**src/rtl/dmem_arbiter32.sv**
```systemverilog
// Round-robin arbiter sharing one single-port data memory between a CPU port and a
// debug/DMA port; handles sub-word loads/stores (read-modify-write) and flags bad accesses.
module dmem_arbiter32 #(
   parameter int unsigned N         = 32,
   parameter int unsigned ADDR_BITS = 12
) (
   input  logic         clk,
   input  logic         rst_n,
   input  logic [1:0]   rq_valid,
   output logic [1:0]   rq_ready,
   input  logic         rq_we0,
   input  logic         rq_we1,
   input  logic [1:0]   rq_size0,
   input  logic [1:0]   rq_size1,
   input  logic         rq_unsigned0,
   input  logic         rq_unsigned1,
   input  logic [N-1:0] rq_addr0,
   input  logic [N-1:0] rq_addr1,
   input  logic [N-1:0] rq_wdata0,
   input  logic [N-1:0] rq_wdata1,
   output logic [1:0]   rsp_valid,
   output logic [N-1:0] rsp_rdata,
   output logic         rsp_err,
   output logic         mem_we,
   output logic [N-1:0] mem_addr,
   output logic [N-1:0] mem_wdata,
   input  logic [N-1:0] mem_rdata
);

   typedef enum logic [1:0] {
      IDLE   = 2'd0,
      ACCESS = 2'd1,
      RESP   = 2'd2
   } state_t;

   state_t         state_q, state_d;
   logic           grant;
   logic           take;
   logic           last_grant_q;
   logic           port_q;
   logic           we_q;
   logic           uns_q;
   logic [1:0]     size_q;
   logic [N-1:0]   addr_q;
   logic [N-1:0]   wdata_q;
   logic           acc_err;
   logic [7:0]     byte_lane;
   logic [15:0]    half_lane;
   logic [N-1:0]   load_data;
   logic [N-1:0]   merged;

   // Grant: the lone valid port, or on a tie the port that did not win last time.
   always_comb begin
      grant = 1'b0;
      if (rq_valid == 2'b10) begin
         grant = 1'b1;
      end else if (rq_valid == 2'b11) begin
         grant = ~last_grant_q;
      end
   end

   // Access legality of the latched request.
   always_comb begin
      acc_err = 1'b0;
      case (size_q)
         2'b00:   acc_err = 1'b0;
         2'b01:   acc_err = addr_q[0];
         2'b10:   acc_err = (addr_q[1:0] != 2'b00);
         default: acc_err = 1'b1;
      endcase
      if (addr_q[N-1:ADDR_BITS] != '0) begin
         acc_err = 1'b1;
      end
   end

   // Load lane extraction/extension and store merge over the combinational read data.
   always_comb begin
      byte_lane = mem_rdata[{addr_q[1:0], 3'b000} +: 8];
      half_lane = mem_rdata[{addr_q[1], 4'b0000} +: 16];
      load_data = mem_rdata;
      merged    = wdata_q;
      case (size_q)
         2'b00: begin
            load_data = {{(N-8){byte_lane[7] & ~uns_q}}, byte_lane};
            merged    = mem_rdata;
            merged[{addr_q[1:0], 3'b000} +: 8] = wdata_q[7:0];
         end
         2'b01: begin
            load_data = {{(N-16){half_lane[15] & ~uns_q}}, half_lane};
            merged    = mem_rdata;
            merged[{addr_q[1], 4'b0000} +: 16] = wdata_q[15:0];
         end
         default: begin
            load_data = mem_rdata;
            merged    = wdata_q;
         end
      endcase
   end

   // FSM state register.
   always_ff @(posedge clk or negedge rst_n) begin
      if (!rst_n) begin
         state_q <= IDLE;
      end else begin
         state_q <= state_d;
      end
   end

   // FSM next state; handshake and memory strobes are decoded straight from state.
   always_comb begin
      state_d   = state_q;
      take      = 1'b0;
      rq_ready  = 2'b00;
      mem_we    = 1'b0;
      mem_addr  = '0;
      mem_wdata = '0;
      case (state_q)
         IDLE: begin
            if (rq_valid != 2'b00) begin
               take     = 1'b1;
               rq_ready = grant ? 2'b10 : 2'b01;
               state_d  = ACCESS;
            end
         end
         ACCESS: begin
            mem_addr = {addr_q[N-1:2], 2'b00};
            if (we_q && !acc_err) begin
               mem_we    = 1'b1;
               mem_wdata = merged;
            end
            state_d = RESP;
         end
         RESP: begin
            state_d = IDLE;
         end
         default: begin
            state_d = IDLE;
         end
      endcase
   end

   // Request capture, round-robin history and registered response.
   always_ff @(posedge clk or negedge rst_n) begin
      if (!rst_n) begin
         last_grant_q <= 1'b1;
         port_q       <= 1'b0;
         we_q         <= 1'b0;
         uns_q        <= 1'b0;
         size_q       <= 2'b00;
         addr_q       <= '0;
         wdata_q      <= '0;
         rsp_valid    <= 2'b00;
         rsp_rdata    <= '0;
         rsp_err      <= 1'b0;
      end else begin
         if (take) begin
            last_grant_q <= grant;
            port_q       <= grant;
            we_q         <= grant ? rq_we1       : rq_we0;
            uns_q        <= grant ? rq_unsigned1 : rq_unsigned0;
            size_q       <= grant ? rq_size1     : rq_size0;
            addr_q       <= grant ? rq_addr1     : rq_addr0;
            wdata_q      <= grant ? rq_wdata1    : rq_wdata0;
         end
         rsp_valid <= 2'b00;
         if (state_q == ACCESS) begin
            rsp_valid <= port_q ? 2'b10 : 2'b01;
            rsp_err   <= acc_err;
            rsp_rdata <= (we_q || acc_err) ? '0 : load_data;
         end
      end
   end

endmodule

```
**config.mk**
```make
export PLATFORM = sky130hd
export DESIGN_NAME = dmem_arbiter32
export DESIGN_NICKNAME = d
export VERILOG_FILES = /design/src/rtl/dmem_arbiter32.sv
export SDC_FILE = /design/constraint.sdc
export NUM_CORES = 1
export LEC_CHECK = 0
export BUFFER_PORTS_ARGS = -buffer_cell sky130_fd_sc_hd__buf_2
export CAP_MARGIN = 0
export CELL_PAD_IN_SITES_DETAIL_PLACEMENT = 0
export CELL_PAD_IN_SITES_GLOBAL_PLACEMENT = 1
export CORE_ASPECT_RATIO = 1.1
export CORE_MARGIN = 1.5
export CORE_UTILIZATION = 32
export CTS_CLUSTER_SIZE = 30
export DETAILED_ROUTE_END_ITERATION = 8
export GPL_TIMING_DRIVEN = 0
export HOLD_SLACK_MARGIN = 0.05
export PLACE_DENSITY_LB_ADDON = 0.1
export SETUP_SLACK_MARGIN = 0.4
export SYNTH_ARGS = -nofsm -noshare
export SYNTH_HDL_FRONTEND = slang
export SYNTH_SLANG_ARGS = --single-unit
export TNS_END_PERCENT = 20
```
**constraint.sdc**
```tcl
create_clock -name clk -period 2.8 [get_ports clk]
set_clock_uncertainty 0.15 [all_clocks]
set_input_delay 0.28 -clock clk [delete_from_list [all_inputs] [get_ports clk]]
set_output_delay 0.28 -clock clk [all_outputs]
set_load 0.01 [all_outputs]
```
==> impl_metrics.env, run 1 <==
export IMPL_synth_simple_area_share_pct=17.9
export IMPL_multi_input_area_sq_um=4090
export IMPL_cts_root_buffer="clkbuf_16"
export IMPL_setup_viol=29
export IMPL_vias_per_cell=5.24
export IMPL_rrSetupSlack_ns=0.03
export IMPL_route_detailed_drc=0
export IMPL_antenna_left=0
export IMPL_hpwl_um=20400
export IMPL_synth_fa_ha_area_share_pct=0.943
export IMPL_fin_ws_ns=-0.174
export IMPL_grt_max_degree=57
export IMPL_min_path_type="in2reg"
export IMPL_tightestPinTransition_ns=0.777
export IMPL_power_density_nw_per_um2=945
export IMPL_rsz0062_at_grt="true"
export IMPL_synth_xor_area_share_pct=0
export IMPL_cts_tree="done"
export IMPL_crit_path_end_kind="output pin"
export IMPL_required_ns=2.37
export IMPL_synth_compound_area_share_pct=26.4
export IMPL_yosysMostFrequentCell="nand2_1"
export IMPL_htree_levels=3
export IMPL_drive_above_1_share_pct=38.0
export IMPL_grt_pass1_vias=7719
export IMPL_die_y_um=154
export IMPL_crit_type="reg2out"
export IMPL_fmax_mhz=336
export IMPL_port_buffers=271
export IMPL_synth_area_per_cell_sq_um=8.42
export IMPL_fin_cells=1453
export IMPL_status="complete, but fails checks"
export IMPL_async_reset_ff_share_pct=100
export IMPL_num_rows=55
export IMPL_clk_latency_ns=0.36
export IMPL_grt_pass1_wl_um=43200
export IMPL_muxShareOfSynthArea_pct=8.45
export IMPL_cts_inserted_buffers=9
export IMPL_seq_area_sq_um=2680
export IMPL_reg2reg_from="addr_q[1]"
export IMPL_via_count=7608
export IMPL_place_area_sq_um=8550
export IMPL_fin_crit_sh_pct=106
export IMPL_cts_sinks=107
export IMPL_initial_core_util_pct=32.5
export IMPL_dr_pass1_iters=5
export IMPL_synthTopCellsByArea="dfrtp_1 40%, nand2_1 9.6%, mux2i_1 8.4%"
export IMPL_yosysWarnings=0
export IMPL_synth_edf_count=0
export IMPL_grt_overflow_total=0
export IMPL_holdPathStages=3
export IMPL_syn_inst=788
export IMPL_max_cap_viol_count=0
export IMPL_syn2layout_area_growth_pct=58.8
export IMPL_drt_iter0_markers=591
export IMPL_synth_top_family_by_area="compound AO/OA/AOI/OAI gates"
export IMPL_synth_seq_cells=107
export IMPL_synth_common_cells="170 x nand2_1, 106 x dfrtp_1, 76 x o21ai_0"
export IMPL_gp_congestion=0.859
export IMPL_die_w_um=140
export IMPL_failed_checks="setup timing"
export IMPL_synth_flop_cell="dfrtp_1"
export IMPL_fin_crit_ns=2.97
export IMPL_final_area_sq_um=10500
export IMPL_ioPinCount=274
export IMPL_synth_cell_type_count=48
export IMPL_cp_max_fo=8
export IMPL_cts_max_path_buffers=2
export IMPL_peakVddDrop_mv=0.476
export IMPL_relSlewSlack_pct=48.2
export IMPL_syn_area_sq_um=6640
export IMPL_finish_utilization_pct=51.6
export IMPL_worstHoldStart="rq_wdata0[5]"
export IMPL_wl_per_cell_um=19.5
export IMPL_yosys_area_top_type="dfrtp_1"
export IMPL_dieArea_sq_um=21600
export IMPL_finalWirelength_um=28300
export IMPL_total_leakage_power_nw=5.09
export IMPL_finalHoldViolations=0
export IMPL_rr_worst_depth=20
export IMPL_r2r_end="addr_q[1]"
export IMPL_hold_end="wdata_q[5]"
export IMPL_core_sq_um=20400
export IMPL_startpoint_type="flop"
export IMPL_drv_slew=0
export IMPL_n_fill_cell=1984
export IMPL_final_nets=1368
export IMPL_crit_arrival_ns=2.54
export IMPL_dp_cells=1317
export IMPL_grtUsageTotal_pct=26.0
export IMPL_seq_area_frac_synth_pct=40.4
export IMPL_path_clk_slew_ns=0.08
export IMPL_grt_antenna_before_repair=1
export IMPL_netlist_area_leader_share_pct=40.0
## worst max-delay path by stage
stage                     startpoint            end  slack, ns  cells past startpoint
after detailed placement   addr_q[0]  mem_wdata[29]      -0.10                     11
after floorplan            addr_q[0]  mem_wdata[16]       0.34                     10
after global routing       addr_q[1]  mem_wdata[26]      -0.24                     11
after CTS                  addr_q[1]  mem_wdata[17]      -0.13                     10
final                      addr_q[0]  mem_wdata[26]      -0.17                     12
after global placement         rst_n      addr_q[0]      -0.25                      1
## layer usage
layer	track usage [%]	vias up	routed length [um]
li1	-	3636	-
met1	31.9	3629	11800
met2	45.9	291	14300
met3	3.61	52	1380
met4	10.3	0	839
met5	0	-	0
## layout make-up
type	instances	share of cell area (%)
diodes	1	0.0237
plain buffers	80	4.46
clock buffers	9	2.14
clock inverters	7	1.08
inverters	16	0.701
multi-input cells	586	38.8
flip-flops and latches	107	25.4
well taps	256	3.04
repair buffers	391	24.3
## kinds of logic after synthesis
| logic type | count (synthesis) |
|---|---|
| flip-flops | 107 |
| other | 1 |
| buffers and inverters | 96 |
| adder cells (fa/ha/maj) | 5 |
| AO/OA/AOI/OAI | 261 |
| multiplexers | 56 |
| AND/OR/NAND/NOR | 262 |
## sequential cells by signal, indices dropped and copies added (netlist names)
register / count
addr_q: 32
rsp_rdata: 32
wdata_q: 32
rsp_valid: 2
size_q: 2
state_q: 2
last_grant_q: 1
port_q: 1
rsp_err: 1
uns_q: 1
we_q: 1
## per-stage QoR
| step | TNS (ns) | hold WS, ns | power [mW] | setup slack, ns |
|---|---|---|---|---|
| after floorplan | 0 | -0.166 | 5.63 | 0.336 |
| after CTS | -2.03 | 0.0503 | 9.57 | -0.133 |
| after global placement | -5.55 | 0.284 | 7.20 | -0.254 |
| after detailed placement | -1.86 | 0.219 | 7.23 | -0.103 |
| after global routing | -5.16 | 0.0579 | 10.6 | -0.236 |
| final | -2.47 | 0.0483 | 9.95 | -0.174 |
## worst max-delay path, cell delays in order (launching register included)
cell and delay (ns):
dfrtp_2 0.39, buf_8 0.10, buf_8 0.10, inv_8 0.03
buf_4 0.14, ha_4 0.18, nor4bb_2 0.29, buf_4 0.22
buf_4 0.13, a221oi_2 0.05, a211o_1 0.28, a21oi_2 0.12
buf_2 0.15
## cells in the final DEF (no fill, tap or decap), drive strengths merged, types with 5 or more instances in the layout
cell         instances
mux2i               56
a22oi               39
nor2                14
a21o                18
nand2b               6
dfrtp              106
o21ai               86
nand3b               7
a2111oi              9
a21oi               32
a221oi              24
a211o               16
ha                   5
nor4                 5
inv                 18
o22ai               17
o31ai                9
buf                346
dlygate4sd3         77
nand2              170
o211ai               7
nand3               16
clkbuf              57
and2                32
## timing repair
| action | 4_1_cts | 5_1_grt |
|---|---|---|
| hold buffers | 77 | 0 |
| setup endpoints to repair | 120 | 97 |
| buffers inserted | 39 | 2 |
| hold endpoints to repair | 92 | 0 |
| cloned | 1 | 0 |
| pin swaps | 36 | 47 |
| resized for setup | 68 | 88 |
## report_power, final
group | internal (mW) | total [mW] | switching (mW)
sequential | 2.08 | 2.46 | 0.375
combinational | 2.47 | 6.03 | 3.57
clock | 0.807 | 1.46 | 0.654
Note: power is estimated with default switching activity, not from simulation.
==> run 2: changes to the inputs <==
--- a/config.mk
+++ b/config.mk
@@ -5,7 +5,7 @@
 export SDC_FILE = /design/constraint.sdc
 export NUM_CORES = 1
 export LEC_CHECK = 0
-export BUFFER_PORTS_ARGS = -buffer_cell sky130_fd_sc_hd__buf_2
+export BUFFER_PORTS_ARGS = -buffer_cell sky130_fd_sc_hd__buf_4
 export CAP_MARGIN = 0
 export CELL_PAD_IN_SITES_DETAIL_PLACEMENT = 0
 export CELL_PAD_IN_SITES_GLOBAL_PLACEMENT = 1
@@ -18,6 +18,7 @@
 export HOLD_SLACK_MARGIN = 0.05
 export PLACE_DENSITY_LB_ADDON = 0.1
 export SETUP_SLACK_MARGIN = 0.4
+export SLEW_MARGIN = 20
 export SYNTH_ARGS = -nofsm -noshare
 export SYNTH_HDL_FRONTEND = slang
 export SYNTH_SLANG_ARGS = --single-unit
==> impl_metrics.env, run 2 (same netlist as run 1, synthesis figures left out) <==
export IMPL_status="complete, but fails checks"
export IMPL_failed_checks="setup timing"
export IMPL_dieArea_sq_um=21600
export IMPL_cts_sinks=107
export IMPL_path_clk_slew_ns=0.08
export IMPL_cts_tree="done"
export IMPL_startpoint_type="flop"
export IMPL_port_buffers=271
export IMPL_final_nets=1365
export IMPL_route_detailed_drc=0
export IMPL_relSlewSlack_pct=47.3
export IMPL_gp_congestion=0.868
export IMPL_fin_cells=1449
export IMPL_grt_max_degree=57
export IMPL_power_density_nw_per_um2=876
export IMPL_required_ns=2.37
export IMPL_fin_crit_ns=2.93
export IMPL_antenna_left=0
export IMPL_die_w_um=140
export IMPL_cts_max_path_buffers=2
export IMPL_rsz0062_at_grt="true"
export IMPL_drt_iter0_markers=555
export IMPL_total_leakage_power_nw=5.19
export IMPL_reg_largest_list="addr_q: 32 flops, rsp_rdata: 32 flops, wdata_q: 32 flops"
export IMPL_crit_arrival_ns=2.50
export IMPL_drv_slew=0
export IMPL_place_area_sq_um=9230
export IMPL_fin_ws_ns=-0.130
export IMPL_dr_pass1_iters=5
export IMPL_finalWirelength_um=28500
export IMPL_diodes=0
export IMPL_grtUsageTotal_pct=25.9
export IMPL_fmax_mhz=341
export IMPL_min_path_type="in2reg"
export IMPL_htree_levels=3
export IMPL_setup_viol=24
export IMPL_finalHoldViolations=0
export IMPL_vias_per_cell=5.25
export IMPL_die_y_um=154
export IMPL_max_cap_viol_count=0
export IMPL_grt_antenna_before_repair=0
export IMPL_final_area_sq_um=11200
export IMPL_cts_root_buffer="clkbuf_16"
export IMPL_hpwl_um=20700
export IMPL_via_count=7602
export IMPL_crit_type="reg2out"
export IMPL_num_rows=55
export IMPL_core_sq_um=20400
export IMPL_drive_above_1_share_pct=37.0
export IMPL_initial_core_util_pct=32.5
export IMPL_grt_overflow_total=0
export IMPL_worst_hold_slack_ns=0.0544
export IMPL_grt_pass1_wl_um=43000
export IMPL_peakVddDrop_mv=0.394
export IMPL_syn2layout_area_growth_pct=68.3
export IMPL_final_cell_mix="300 x buf_4, 169 x nand2_1, 105 x dfrtp_1"
export IMPL_cts_inserted_buffers=9
export IMPL_tightestPinTransition_ns=0.790
export IMPL_fin_crit_sh_pct=105
export IMPL_final_common_cell="buf_4"
export IMPL_wl_per_cell_um=19.7
export IMPL_ioPinCount=274
export IMPL_grt_pass1_vias=7669
export IMPL_cp_max_fo=7
export IMPL_clk_latency_ns=0.37
export IMPL_dp_cells=1317
export IMPL_crit_path_end_kind="output pin"
==> run 2: worst max-delay path, cell delays in order (launching register included) <==
cell and delay, ns:
dfrtp_2 0.43, buf_8 0.12, buf_8 0.12, inv_8 0.05, ha_4 0.20, clkbuf_16 0.14, buf_12 0.12, o31ai_4 0.17
buf_6 0.17, buf_6 0.11, a221oi_1 0.08, a2111oi_2 0.25, buf_4 0.18
==> run 2: worst paths after layout <==
| kind | start | to | slack [ns] | cells after the start |
|---|---|---|---|---|
| max | addr_q[0] | mem_wdata[0] | -0.13 | 12 |
| min | rq_wdata0[4] | wdata_q[4] | 0.05 | 3 |
| max reg2reg | addr_q[13] | rsp_rdata[29] | 0.23 | 6 |
| min reg2reg | port_q | rsp_valid[0] | 0.31 | 1 |
| max in group asynchronous | rst_n | last_grant_q | 1.50 | 3 |
| min in group asynchronous | rst_n | rsp_rdata[5] | 0.27 | 2 |
==> run 2: layout make-up <==
cell class	count	area, sq um
buffer	80	478
clock buffer	10	239
clock inverter	6	82.6
fill	1953	9270
inverter	16	78.8
multi-input combinational	586	4080
sequential	107	2680
tap	256	320
timing repair buffer	388	3210
==> run 2: per-stage QoR <==
stage	power [mW]	util, %	worst slack (ns)	setup TNS (ns)
CTS	9.53	53.5	-0.146	-1.88
global route	10.4	54.6	-0.238	-4.51
global placement	7.35	45.0	-0.0686	-0.981
detailed placement	7.40	45.2	-0.0912	-1.44
floorplan	5.63	-	0.336	0
finish	9.78	54.6	-0.130	-1.80
==> run 2: report_power, final <==
part           total (mW)  switching (mW)  internal [mW]
registers            2.45           0.366           2.08
logic                5.92            3.51           2.41
clock network        1.41           0.665          0.740
total                9.78            4.54           5.23
==> run 2: repair_timing <==
action / in CTS / in global routing
hold buffers: 84 / 0
endpoints found under the hold margin: 94 / 0
pin swaps: 43 / 31
gates resized for setup: 82 / 58
endpoints found under the setup margin: 127 / 102
gates cloned: 2 / 0
buffers inserted: 27 / 3
==> run 2: metal layers <==
metal / routed length [um] / track usage, %
met1: 11700 / 31.8
met2: 14300 / 45.6
met3: 1580 / 3.67
met4: 855 / 10.3
met5: 0 / 0
